`config.mk`:
```
export PLATFORM = sky130hd
export DESIGN_NAME = rr_channel_mux
export DESIGN_NICKNAME = d
export VERILOG_FILES = /design/src/rtl/rr_channel_mux.sv
export SDC_FILE = /design/constraint.sdc
export NUM_CORES = 1
export LEC_CHECK = 0
export ABC_AREA = 1
export CORE_AREA = 3 3 68 54
export CTS_BUF_LIST = sky130_fd_sc_hd__clkbuf_8 sky130_fd_sc_hd__clkbuf_16
export DETAILED_ROUTE_END_ITERATION = 7
export DIE_AREA = 0 0 71 57
export GPL_ROUTABILITY_DRIVEN = 0
export PLACE_DENSITY = 0.74
export SYNTH_ARGS = -nofsm -noshare
export SYNTH_HDL_FRONTEND = slang
export SYNTH_SLANG_ARGS = --single-unit
export TNS_END_PERCENT = 30
```
`constraint.sdc`:
```
create_clock -name clk -period 1.61 [get_ports clk]
set_input_delay 0.322 -clock clk [delete_from_list [all_inputs] [get_ports clk]]
set_output_delay 0.322 -clock clk [all_outputs]
set_load 0.005 [all_outputs]
```
`src/rtl/rr_channel_mux.sv`:
```
// rr_channel_mux: registered N:1 stream multiplexer with valid/ready handshake.
//
// Selects one of CHANNELS input streams (WIDTH bits each) and forwards it through a single
// output register stage. Two selection modes:
//   mode = 0 : addressed, channel `addr` is granted when it is in range and valid
//   mode = 1 : round-robin, first valid channel at or after the pointer (with wrap-around)
// Backpressure reaches only the granted producer; at most one in_ready bit is high.
//
// Optional feature: define RR_MUX_PARITY_EN to add out_parity (XOR of out_data), registered
// alongside out_data.
//
// Ports:
//   clk        clock, all state updates on the rising edge
//   reset      synchronous active-high reset
//   mode       0 = addressed select, 1 = round-robin select
//   addr       channel address (mode = 0 only)
//   in_data    flattened inputs, channel i at [i*WIDTH +: WIDTH]
//   in_valid   per-channel valid
//   in_ready   per-channel accept strobe (combinational)
//   out_data   registered selected data
//   out_chan   registered index of the channel that supplied out_data
//   out_valid  output register holds a word
//   out_parity (RR_MUX_PARITY_EN only) XOR of out_data bits
//   out_ready  consumer accepts the word this cycle
module rr_channel_mux #(
    parameter int unsigned WIDTH    = 8,
    parameter int unsigned CHANNELS = 4,
    parameter int unsigned SEL_W    = 2
) (
    input  logic                      clk,
    input  logic                      reset,
    input  logic                      mode,
    input  logic [SEL_W-1:0]          addr,
    input  logic [CHANNELS*WIDTH-1:0] in_data,
    input  logic [CHANNELS-1:0]       in_valid,
    output logic [CHANNELS-1:0]       in_ready,
    output logic [WIDTH-1:0]          out_data,
    output logic [SEL_W-1:0]          out_chan,
    output logic                      out_valid,
`ifdef RR_MUX_PARITY_EN
    output logic                      out_parity,
`endif
    input  logic                      out_ready
);

    // Output register stage and round-robin pointer.
    logic [WIDTH-1:0] out_data_q, out_data_d;
    logic [SEL_W-1:0] out_chan_q, out_chan_d;
    logic             out_valid_q, out_valid_d;
    logic [SEL_W-1:0] ptr_q, ptr_d;
`ifdef RR_MUX_PARITY_EN
    logic             out_parity_q, out_parity_d;
`endif

    // Arbitration signals.
    logic             rr_hi_found, rr_lo_found;
    logic [SEL_W-1:0] rr_hi_idx, rr_lo_idx;
    logic             addr_ok;
    logic             gnt_valid;
    logic [SEL_W-1:0] gnt_idx;
    logic [WIDTH-1:0] gnt_data;
    logic [SEL_W-1:0] ptr_nxt;
    logic             load;
    logic             xfer;

    // Round-robin search split in two: lowest valid channel at or above the pointer (hi), and
    // lowest valid channel overall (lo). If nothing is found above the pointer, the search has
    // wrapped, and the lowest overall is the first one below the pointer.
    always_comb begin
        rr_hi_found = 1'b0;
        rr_hi_idx   = '0;
        rr_lo_found = 1'b0;
        rr_lo_idx   = '0;
        // Descending scan so the last hit is the lowest index.
        for (int i = int'(CHANNELS) - 1; i >= 0; i--) begin
            if (in_valid[i]) begin
                rr_lo_found = 1'b1;
                rr_lo_idx   = SEL_W'(i);
                if (i >= int'(ptr_q)) begin
                    rr_hi_found = 1'b1;
                    rr_hi_idx   = SEL_W'(i);
                end
            end
        end
    end

    // Addressed grant: compare against each real channel so an out-of-range address never hits.
    always_comb begin
        addr_ok = 1'b0;
        for (int i = 0; i < int'(CHANNELS); i++) begin
            if ((int'(addr) == i) && in_valid[i]) begin
                addr_ok = 1'b1;
            end
        end
    end

    always_comb begin
        if (mode) begin
            gnt_valid = rr_lo_found;
            gnt_idx   = rr_hi_found ? rr_hi_idx : rr_lo_idx;
        end else begin
            gnt_valid = addr_ok;
            gnt_idx   = addr;
        end
    end

    assign load = !out_valid_q || out_ready;
    assign xfer = load && gnt_valid && !reset;

    // Data select and one-hot ready for the granted channel.
    always_comb begin
        gnt_data = '0;
        in_ready = '0;
        for (int i = 0; i < int'(CHANNELS); i++) begin
            if (int'(gnt_idx) == i) begin
                gnt_data    = in_data[i*WIDTH +: WIDTH];
                in_ready[i] = xfer;
            end
        end
    end

    // Wrap against CHANNELS, which need not be a power of two.
    assign ptr_nxt = (int'(gnt_idx) == int'(CHANNELS) - 1) ? '0 : gnt_idx + 1'b1;

    always_comb begin
        out_valid_d = out_valid_q;
        out_data_d  = out_data_q;
        out_chan_d  = out_chan_q;
        ptr_d       = ptr_q;
`ifdef RR_MUX_PARITY_EN
        out_parity_d = out_parity_q;
`endif
        if (load) begin
            // Drain when nothing is granted; data/chan keep their last values.
            out_valid_d = gnt_valid;
            if (gnt_valid) begin
                out_data_d = gnt_data;
                out_chan_d = gnt_idx;
`ifdef RR_MUX_PARITY_EN
                out_parity_d = ^gnt_data;
`endif
                if (mode) begin
                    ptr_d = ptr_nxt;
                end
            end
        end
    end

    always_ff @(posedge clk) begin
        if (reset) begin
            out_valid_q <= 1'b0;
            out_data_q  <= '0;
            out_chan_q  <= '0;
            ptr_q       <= '0;
`ifdef RR_MUX_PARITY_EN
            out_parity_q <= 1'b0;
`endif
        end else begin
            out_valid_q <= out_valid_d;
            out_data_q  <= out_data_d;
            out_chan_q  <= out_chan_d;
            ptr_q       <= ptr_d;
`ifdef RR_MUX_PARITY_EN
            out_parity_q <= out_parity_d;
`endif
        end
    end

    assign out_data  = out_data_q;
    assign out_chan  = out_chan_q;
    assign out_valid = out_valid_q;
`ifdef RR_MUX_PARITY_EN
    assign out_parity = out_parity_q;
`endif

endmodule

```
==> out/qor.txt, run 1 <==
Setup crit end - in_ready[1]
drt initial violations - 60
wirelength, routed - 3340 µm
core area - 0.00298 mm²
min Tclk post-route - 1.88 ns
clock latency on the worst-skew pair - 0.24 ns
Rel. slew slack - 83.4%
Ports - 57
synth top area cells - nand2_1, dfxtp_1, nor2_1
antenna cells - 0
drt wl/cell - 10.9 µm
TritonCTS clock tree - built
die width - 71 µm
register bit count reported by yosys - 13
initial core utilization - 35.3%
unrepaired setup endpoints after global routing - yes
final setup violation count - 12
mean area per synthesized cell - 5.57 µm²
R2R depth - 17
Area Growth Syn to Fin - 88.0%
Root Driver - clkbuf_8
R2R Setup Slk - -0.25 ns
initial antenna violation count - 0
Max Cap Viol - 0
via count - 1320
Post-synth EDFFs - 0
Seq/Total Area, Yosys - 24.7%
DRT antenna net count - 0
area leader, netlist - nand2_1
crit-path max FO - 3
CP Launch Type - register
CTS buffer count - 3
Leak - 0.960 nW
FP Rows - 17
first-pass GRT wire length - 5490 µm
Via density - 4.30
Mapped Area - 0.00105 mm²
HPWL Detailed - 2500 µm
FF+latch area - 265 µm²
Least-Margin Pin Slew - 0.246 ns
Netlist cell types - 18
Clock Pin Slew Worst Setup and Hold Paths - 0.06 ns
Cells after Synth - 189
Final period util - 117%
crit path from - ptr_q[1]
filler instances - 285
synth warn - 0
Worst EP required - 1.29 ns
Setup Slack @ Placement - -0.967 ns
Die H - 57 µm
RR Endpoint - out_data[5]
top cells by count, synth - nand2_1, nor2_1, inv_1
PwrDens - 669 mW/mm²
Hold Vio Cnt, Final - 0
outcome - complete, but fails checks
clk sinks - 13
Final Max Slew Viols - 0
Max VDD drop - 409 µV
PortBufs - 56
CTS H-tree depth - 1
vias in the first global route - 1255
DIE AREA - 0.00405 mm²
final net count - 316
detailed-route DRC error count - 0
CP Capture Type - primary output
clock skew - 0.00180 ns
clock buffer depth - 2
Hold WS - 0.510 ns
worst setup path class - reg2out
worst setup margin - -0.269 ns
Worst Path Arrival - 1.56 ns
Initial DRT Pass Iterations - 4
GR Util All Layers - 17.0%
fin util - 66.4%
Max Fclk - 532 MHz
fraction of layout cells with a size suffix above 1 - 24.5%
most used flip-flop cell after synthesis - dfxtp_1
Syn Nets - 235
post-route setup TNS - -2.87 ns
top-count cell post-synth - nand2_1
failing checks - setup timing
grt ovf - 0
pin count of the biggest net entering global routing - 21
post-synthesis async set-or-reset flop share - 0%
Multi-input gate area - 748 µm²
area share of the largest cell type after synthesis - 25.0%
HP Class - reg2reg
RR Startpoint - ptr_q[1]
==> what timing repair did <==
action / CTS / global route
hold buffers: 0 / 0
setup endpoints to repair: 13 / 12
cloned: 1 / 0
buffers inserted: 5 / 1
gates resized for setup: 39 / 12
pin swaps: 19 / 14
==> metal layers <==
layer	global-route usage [%]	vias to the layer above	share of wire (%)
li1	-	731	-
met1	22.0	548	49
met2	28.5	41	44
met3	5.28	0	7.0
met4	2.41	0	0
met5	0	-	0
==> worst max-delay path, cell delays in order (launching register included) <==
cell     delay (ns)
dfxtp_4        0.35
nand2_2        0.07
nand2_2        0.05
nand2_1        0.06
nand2_1        0.05
nand2_2        0.06
nand2_2        0.07
buf_6          0.13
buf_6          0.11
ha_4           0.16
inv_1          0.05
nor2_1         0.03
buf_2          0.12
==> flip-flops by register name (all words and copies together) (netlist names) <==
| register | cells |
|---|---|
| out_data | 8 |
| out_chan | 2 |
| ptr_q | 2 |
| out_valid | 1 |
==> how the worst min path moves through the flow <==
stage,startpoint,to,slack (ns),cells after the start
5_1_grt,out_data[0],out_data[0],0.55,4
3_3_place_gp,out_data[4],out_data[4],0.50,4
3_5_place_dp,out_data[7],out_data[7],0.50,4
4_1_cts,out_data[3],out_data[3],0.51,4
6_report,out_data[3],out_data[3],0.51,4
2_1_floorplan,reset,ptr_q[0],0.39,1
==> layout make-up <==
| type | count | share of cell area, % |
|---|---|---|
| clock inverter | 1 | 0.190 |
| inverter | 27 | 5.63 |
| clock buffer | 3 | 2.09 |
| multi-input combinational | 143 | 37.8 |
| tap | 38 | 2.40 |
| timing repair buffer | 82 | 38.5 |
| sequential | 13 | 13.4 |
==> layout by cell type, fill, tap and decap left out, types with 2 or more instances in the layout <==
master           synthesis  final
buf_4                    1     19
or2_0                    7      7
nor2_4                   1      2
inv_1                   26     21
nand3_2                  1      5
buf_2                    3      5
nor2_1                  29     28
clkdlybuf4s50_1          0     45
clkbuf_8                 0      3
nand2_1                 70     64
o21ai_0                  3      2
ha_4                     0      4
inv_4                    0      2
nand2_2                  1      7
clkdlybuf4s15_2          0      2
a21oi_1                 11     10
buf_6                    2      5
dfxtp_1                 13     11
nand3_1                 14     10
inv_2                    0      4
dlygate4sd2_1            0      5
==> through the flow <==
step | std cells | total power [mW] | area, µm²
final | 307 | 1.32 | 1980
after global placement | 296 | 0.967 | 1810
after floorplan | 189 | 0.687 | 1100
after detailed placement | 296 | 0.972 | 1810
after global routing | 307 | 1.43 | 1980
after CTS | 306 | 1.31 | 1930
==> power breakdown <==
group / leakage [nW] / total, mW / internal [mW] / switching (mW)
sequential: 0.109 / 0.386 / 0.364 / 0.0221
clock: 0.0269 / 0.293 / 0.169 / 0.124
combinational: 0.824 / 0.645 / 0.356 / 0.289
==> cell families after synthesis <==
family | count (synthesis) | synth area share [%]
buf+inv | 33 | 13.9
flops | 13 | 24.7
simple gates | 125 | 49.9
compound gates | 14 | 6.66
fa+ha+maj | 4 | 4.76
No activity file was read; power rests on OpenSTA's default activity.
==> run 2, diff against run 1 <==
- ABC_AREA: 1 -> default
- CAP_MARGIN: default -> 20
- HOLD_SLACK_MARGIN: default -> 0.08
- PLACE_DENSITY: 0.74 -> 0.73
==> run 2 against run 1 <==
The flow still finishes with violations (setup timing). Global-route usage is 1.9 points higher. Critical path depth fell by 3. Power shrank 0.25%. Highest routed layer is now met4.
==> out/qor.txt, run 2 <==
clock skew - 0.00133 ns (was 0.00180 ns)
outcome - complete, but fails checks (unchanged)
top cells by count, synth - a21oi_1, dfxtp_1, inv_1 (was nand2_1, nor2_1, inv_1)
clk sinks - 13 (unchanged)
drt initial violations - 34 (was 60)
synth top area cells - dfxtp_1, a211oi_2, a21oi_1 (was nand2_1, dfxtp_1, nor2_1)
CTS H-tree depth - 1 (unchanged)
Setup Slack @ Placement - -1.33 ns (was -0.967 ns)
final setup violation count - 12 (unchanged)
Hold Vio Cnt, Final - 0 (unchanged)
worst path buffer plus inverter count - 2 (was 4)
most used flip-flop cell after synthesis - dfxtp_1 (unchanged)
grt ovf - 0 (unchanged)
Netlist cell types - 30 (was 18)
failing checks - setup timing (unchanged)
Seq/Total Area, Yosys - 25.4% (was 24.7%)
register bit count reported by yosys - 13 (unchanged)
simple logic cell fraction of the synthesized area - 11.6% (was 49.9%)
Final period util - 131% (was 117%)
commonest cells after routing, fill and taps aside - clkdlybuf4s50_1, a21oi_1, buf_4 (was nand2_1, clkdlybuf4s50_1, nor2_1)
FP Rows - 17 (unchanged)
filler instances - 238 (was 285)
via count - 1206 (was 1320)
Least-Margin Pin Slew - 0.297 ns (was 0.246 ns)
Inst Count DP - 219 (was 296)
final net count - 237 (was 316)
Mapped Area - 0.00102 mm² (was 0.00105 mm²)
post-synthesis mux area share - 2.93% (was 0%)
xor/xnor cell area share of the yosys netlist - 0% (unchanged)
unrepaired setup endpoints after global routing - yes (unchanged)
mean area per synthesized cell - 8.46 µm² (was 5.57 µm²)
Max VDD drop - 437 µV (was 409 µV)
DIE AREA - 0.00405 mm² (unchanged)
Initial DRT Pass Iterations - 2 (was 4)
Clock Pin Slew Worst Setup and Hold Paths - 0.05 ns (was 0.06 ns)
PortBufs - 56 (unchanged)
worst setup margin - -0.507 ns (was -0.269 ns)
Compound-Gate Fraction of Synth Area - 45.5% (was 6.66%)
Multi-input gate area - 835 µm² (was 748 µm²)
Crit-path slowest cell - dfxtp_4 (unchanged)
area leader, netlist - dfxtp_1 (was nand2_1)
Adder-Cell Fraction of Synth Area - 4.89% (was 4.76%)
TritonCTS clock tree - built (unchanged)
PwrDens - 679 mW/mm² (was 669 mW/mm²)
core area - 0.00298 mm² (unchanged)
post-route setup TNS - -5.39 ns (was -2.87 ns)
CP max stage delay - 0.38 ns (was 0.35 ns)
Syn Nets - 167 (was 235)
Max Fclk - 472 MHz (was 532 MHz)
drt wl/cell - 16.6 µm (was 10.9 µm)
Leak - 0.787 nW (was 0.960 nW)
HP Class - reg2reg (unchanged)
Die H - 57 µm (unchanged)
Worst EP required - 1.73 ns (was 1.29 ns)
HPWL Detailed - 2810 µm (was 2500 µm)
initial core utilization - 34.4% (was 35.3%)
crit-path max FO - 6 (was 3)
CP Capture Type - register (was primary output)
CTS buffer count - 3 (unchanged)
synth warn - 0 (unchanged)
vias in the first global route - 1281 (was 1255)
area share of the largest cell type after synthesis - 25.4% (was 25.0%)
post-synthesis async set-or-reset flop share - 0% (unchanged)
commonest non-fill, non-tap cell in the layout - clkdlybuf4s50_1 (was nand2_1)
worst setup path class - reg2reg (was reg2out)
top-count cell post-synth - a21oi_1 (was nand2_1)
Post-synth EDFFs - 0 (unchanged)
Max Cap Viol - 0 (unchanged)
fraction of layout cells with a size suffix above 1 - 38.4% (was 24.5%)
Rel. slew slack - 80.1% (was 83.4%)
post-route design area - 0.00194 mm² (was 0.00198 mm²)
Cell Count, Final, Fillers Out - 228 (was 307)
Pwr Total - 1.32 mW (about the same)
antenna cells - 0 (unchanged)
wirelength, routed - 3780 µm (was 3340 µm)
worst path cell trace - mux2i_1 > nor2_2 > a2bb2oi_4 > inv_2 > ha_4 > buf_6 > a221o_1 > a22oi_2 > a211oi_2 (was nand2_2 > nand2_2 > nand2_1 > nand2_1 > nand2_2 > nand2_2 > buf_6 > buf_6 > ha_4 > inv_1 > nor2_1 > buf_2)
Via density - 5.29 (was 4.30)
crit-path leading delay family - compound AO/OA/AOI/OAI gates (was buffers and inverters)
DRT antenna net count - 0 (unchanged)
detailed-route DRC error count - 0 (unchanged)
die width - 71 µm (unchanged)
hold_buf cts - 0 (unchanged)
clock latency on the worst-skew pair - 0.24 ns (about the same)
clock buffer depth - 2 (unchanged)
initial antenna violation count - 0 (unchanged)
Ports - 57 (unchanged)
CP Launch Type - register (unchanged)
first-pass GRT wire length - 6220 µm (was 5490 µm)
largest family of logic cells by synthesized area - compound AO/OA/AOI/OAI gates (was simple AND/OR/NAND/NOR gates)
Cells after Synth - 121 (was 189)
Area Growth Syn to Fin - 89.9% (was 88.0%)
pin count of the biggest net entering global routing - 17 (was 21)
GR Util All Layers - 18.9% (was 17.0%)
max FFs per register - 8 (unchanged)
min Tclk post-route - 2.12 ns (was 1.88 ns)
placed inst area - 0.00173 mm² (was 0.00181 mm²)
Root Driver - clkbuf_8 (unchanged)
Worst Path Arrival - 2.23 ns (was 1.56 ns)
Final Max Slew Viols - 0 (unchanged)
FF+latch area - 265 µm² (unchanged)
-- run 2: stage by stage --
| stage | hold slack, ns | utilization [%] |
|---|---|---|
| after global placement | 0.524 | 58.0 |
| after detailed placement | 0.551 | 58.0 |
| after global routing | 0.588 | 65.3 |
| after floorplan | 0.499 | - |
| final | 0.555 | 65.3 |
| after CTS | 0.560 | 64.6 |
-- run 2: path summary, 6_finish.rpt --
| check | start | endpoint | slack, ns | depth (start not counted) |
|---|---|---|---|---|
| worst max-delay path | ptr_q[1] | out_data[4] | -0.51 | 9 |
| worst min-delay path | out_data[5] | out_data[5] | 0.56 | 2 |
| worst max register to register | ptr_q[1] | out_data[4] | -0.51 | 9 |
| worst min register to register | out_data[5] | out_data[5] | 0.56 | 2 |
-- run 2: kinds of logic after synthesis --
kind of cell,count (synthesis)
buffers and inverters,24
DFF,13
and+or+nand+nor,21
muxes,3
AOI/OAI and AO/OA,56
adders and majority gates,4
-- run 2: what timing repair did --
item,CTS,global route
cloned,1,0
gates resized for setup,63,5
buffers inserted,3,1
endpoints found under the setup margin,17,15
pin swaps,15,3
-- run 2: per-layer routing --
layer	part of all wire, %	global-route usage (%)
met5	0	0
met4	0.90	2.68
met3	7.3	4.75
met2	47	32.6
met1	45	24.4
-- run 2: cell type report --
cell class | instances | share of cell area, %
clock buffers | 3 | 2.12
clock inverters | 1 | 0.193
inverters | 13 | 2.51
multi-input cells | 84 | 42.9
flip-flops and latches | 13 | 13.7
well taps | 38 | 2.45
repair buffers | 76 | 36.1
-- run 2: worst reg2reg max path, delay by kind of cell (launching register included) --
kind	cells	cell delay [ns]
compound gates	4	0.86
flops	1	0.38
buf+inv	2	0.23
fa+ha+maj	1	0.19
simple gates	1	0.18
mux	1	0.16
-- run 2: power by group --
group	switching (mW)	internal, mW	leakage (nW)	total, mW
clock	0.106	0.168	0.0269	0.274
combinational	0.287	0.369	0.652	0.656
sequential	0.0284	0.362	0.109	0.391
==> run 3, diff against run 2 <==
- SETUP_SLACK_MARGIN: default -> 0.02
- SLEW_MARGIN: default -> 15
==> run 3 against run 2 <==
The run still ends with setup timing left. Sequential share of layout area about the same. Critical path depth unchanged. Design area is 0.32% lower. Worst hold slack worse by 0.00091 ns. Largest cell class unchanged. Utilization fell by 0.21 points. Clock skew is essentially flat. Power about the same.
==> out/qor.txt, run 3 (synthesized netlist as in run 2, its figures left out) <==
Via density - 5.26 (was 5.29)
DRT antenna net count - 0 (unchanged)
clock skew - 0.00158 ns (was 0.00133 ns)
first-pass GRT wire length - 6220 µm (unchanged)
routed wl met2 - 1760 µm (was 1780 µm)
clock buffer depth - 2 (unchanged)
Crit-path slowest cell - dfxtp_4 (unchanged)
Least-Margin Pin Slew - 0.297 ns (about the same)
Die H - 57 µm (unchanged)
CTS buffer count - 3 (unchanged)
worst hold endpoint - out_data[5] (unchanged)
top layer in use - met4 (unchanged)
Initial DRT Pass Iterations - 4 (was 2)
R2R Setup Slk - -0.51 ns (about the same)
filler instances - 239 (was 238)
Setup Slack @ Placement - -1.33 ns (unchanged)
hold path depth - 2 (unchanged)
logic gate share of total power - 49.6% (was 49.7%)
failing checks - setup timing (unchanged)
CP max stage delay - 0.40 ns (was 0.38 ns)
clk sinks - 13 (unchanged)
crit-path max FO - 7 (was 6)
CP Capture Type - register (unchanged)
Max Fclk - 471 MHz (was 472 MHz)
commonest non-fill, non-tap cell in the layout - clkdlybuf4s50_1 (unchanged)
antenna cells - 0 (unchanged)
worst setup path class - reg2reg (unchanged)
final setup violation count - 12 (unchanged)
register share of total power - 29.6% (about the same)
HPWL Detailed - 2810 µm (unchanged)
crit-path leading delay family - compound AO/OA/AOI/OAI gates (unchanged)
pin count of the biggest net entering global routing - 17 (unchanged)
Leak - 0.787 nW (about the same)
commonest cells after routing, fill and taps aside - clkdlybuf4s50_1, a21oi_1, buf_4 (unchanged)
worst path buffer plus inverter count - 1 (was 2)
sw frac - 32.0% (was 31.9%)
unrepaired setup endpoints after global routing - yes (unchanged)
Cell Count, Final, Fillers Out - 228 (unchanged)
Worst Path Arrival - 2.24 ns (was 2.23 ns)
Rel. slew slack - 80.1% (about the same)
initial core utilization - 34.4% (unchanged)
Max VDD drop - 437 µV (about the same)
CTS H-tree depth - 1 (unchanged)
final net count - 237 (unchanged)
GR Util All Layers - 18.9% (unchanged)
worst path cell trace - mux2i_1 > nor2_2 > a2bb2oi_4 > buf_6 > ha_4 > nor2b_4 > a221o_1 > a22oi_2 > a211oi_2 (was mux2i_1 > nor2_2 > a2bb2oi_4 > inv_2 > ha_4 > buf_6 > a221o_1 > a22oi_2 > a211oi_2)
PwrDens - 681 mW/mm² (was 679 mW/mm²)
FP Rows - 17 (unchanged)
max FFs per register - 8 (unchanged)
worst setup margin - -0.513 ns (was -0.507 ns)
RR Startpoint - ptr_q[1] (unchanged)
hold path startpoint - out_data[5] (unchanged)
via count - 1200 (was 1206)
fraction of layout cells with a size suffix above 1 - 38.4% (unchanged)
wirelength, routed - 3780 µm (about the same)
WL met3 - 289 µm (was 275 µm)
vias in the first global route - 1281 (unchanged)
initial antenna violation count - 0 (unchanged)
Area Growth Syn to Fin - 89.2% (was 89.9%)
Ports - 57 (unchanged)
Clock Pin Slew Worst Setup and Hold Paths - 0.05 ns (about the same)
Hold Vio Cnt, Final - 0 (unchanged)
hold_buf cts - 0 (unchanged)
clock latency on the worst-skew pair - 0.24 ns (about the same)
Final Max Slew Viols - 0 (unchanged)
TritonCTS clock tree - built (unchanged)
PortBufs - 56 (unchanged)
Final period util - 132% (was 131%)
DIE AREA - 0.00405 mm² (unchanged)
RR Endpoint - out_data[4] (unchanged)
Inst Count DP - 219 (unchanged)
min Tclk post-route - 2.12 ns (about the same)
Root Driver - clkbuf_8 (unchanged)
Max Cap Viol - 0 (unchanged)
Worst EP required - 1.73 ns (about the same)
core area - 0.00298 mm² (unchanged)
clock share of power - 20.7% (about the same)
drt initial violations - 37 (was 34)
met1 WL - 1700 µm (was 1690 µm)
outcome - complete, but fails checks (unchanged)
drt wl/cell - 16.6 µm (about the same)
grt ovf - 0 (unchanged)
detailed-route DRC error count - 0 (unchanged)
cell internal pwr - 897 µW (was 899 µW)
R2R depth - 9 (unchanged)
die width - 71 µm (unchanged)
P_sw - 422 µW (about the same)
CP Launch Type - register (unchanged)
HP Class - reg2reg (unchanged)
run 3: cell types whose count changed in the layout (fill, tap and decap cells not counted), sizes merged:
cell           change
buf                +1
clkdlybuf4s15      -1
run 3: layer usage:
layer,track usage (%),vias to the layer above
met1,24.4,555
li1,-,589
met3,4.75,5
met2,32.6,51
met4,2.68,0
met5,0,-
run 3: how the worst max path moves through the flow:
stage / start / end / slack [ns] / cells past startpoint
floorplan: in_valid[0] / in_ready[3] / -0.36 / 8
global placement: in_valid[0] / out_data[5] / -1.19 / 10
detailed placement: in_valid[0] / out_data[4] / -1.33 / 10
CTS: ptr_q[1] / out_data[3] / -0.47 / 10
global route: ptr_q[1] / out_data[4] / -0.57 / 9
finish: ptr_q[1] / out_data[4] / -0.51 / 9
run 3: final cells by class:
| type | count | area, µm² | share of cell area [%] |
|---|---|---|---|
| clock buffers | 3 | 41.3 | 2.13 |
| repair buffers | 76 | 696 | 35.9 |
| flip-flops and latches | 13 | 265 | 13.7 |
| clock inverters | 1 | 3.75 | 0.194 |
| inverters | 13 | 48.8 | 2.52 |
| multi-input cells | 84 | 835 | 43.1 |
| well taps | 38 | 47.5 | 2.45 |
run 3: stage by stage:
stage                     total power [mW]  TNS, ns  area [µm²]  util [%]  hold WS (ns)
after global routing                  1.40    -6.29        1940      65.0         0.588
after detailed placement             0.952   -17.25        1730      58.0         0.551
after global placement               0.935   -15.74        1730      58.0         0.524
after CTS                             1.31    -5.00        1920      64.4         0.560
after floorplan                      0.689    -3.41        1090         -         0.499
final                                 1.32    -5.31        1940      65.0         0.554
run 3: what timing repair did:
item / CTS / global route
gates resized for setup: 64 / 5
cloned: 1 / 0
setup buffers: 3 / 1
setup endpoints to repair: 17 / 15
pin swaps: 15 / 3
run 3: power by group through the flow:
stage	Combinational (mW)	Sequential, mW	Clock (mW)
floorplan	0.296	0.393	0
global placement	0.542	0.393	0
finish	0.655	0.391	0.274
CTS	0.637	0.390	0.282
global route	0.705	0.396	0.302
detailed placement	0.558	0.394	0
run 3: worst reg2reg max path, delay by kind of cell, from the launching register on:
kind                     cells  cell delay (ns)
buffers and inverters        1             0.13
flip-flops                   1             0.40
AND/OR/NAND/NOR              2             0.23
adder cells (fa/ha/maj)      1             0.15
AO/OA/AOI/OAI                4             0.81
multiplexers                 1             0.28
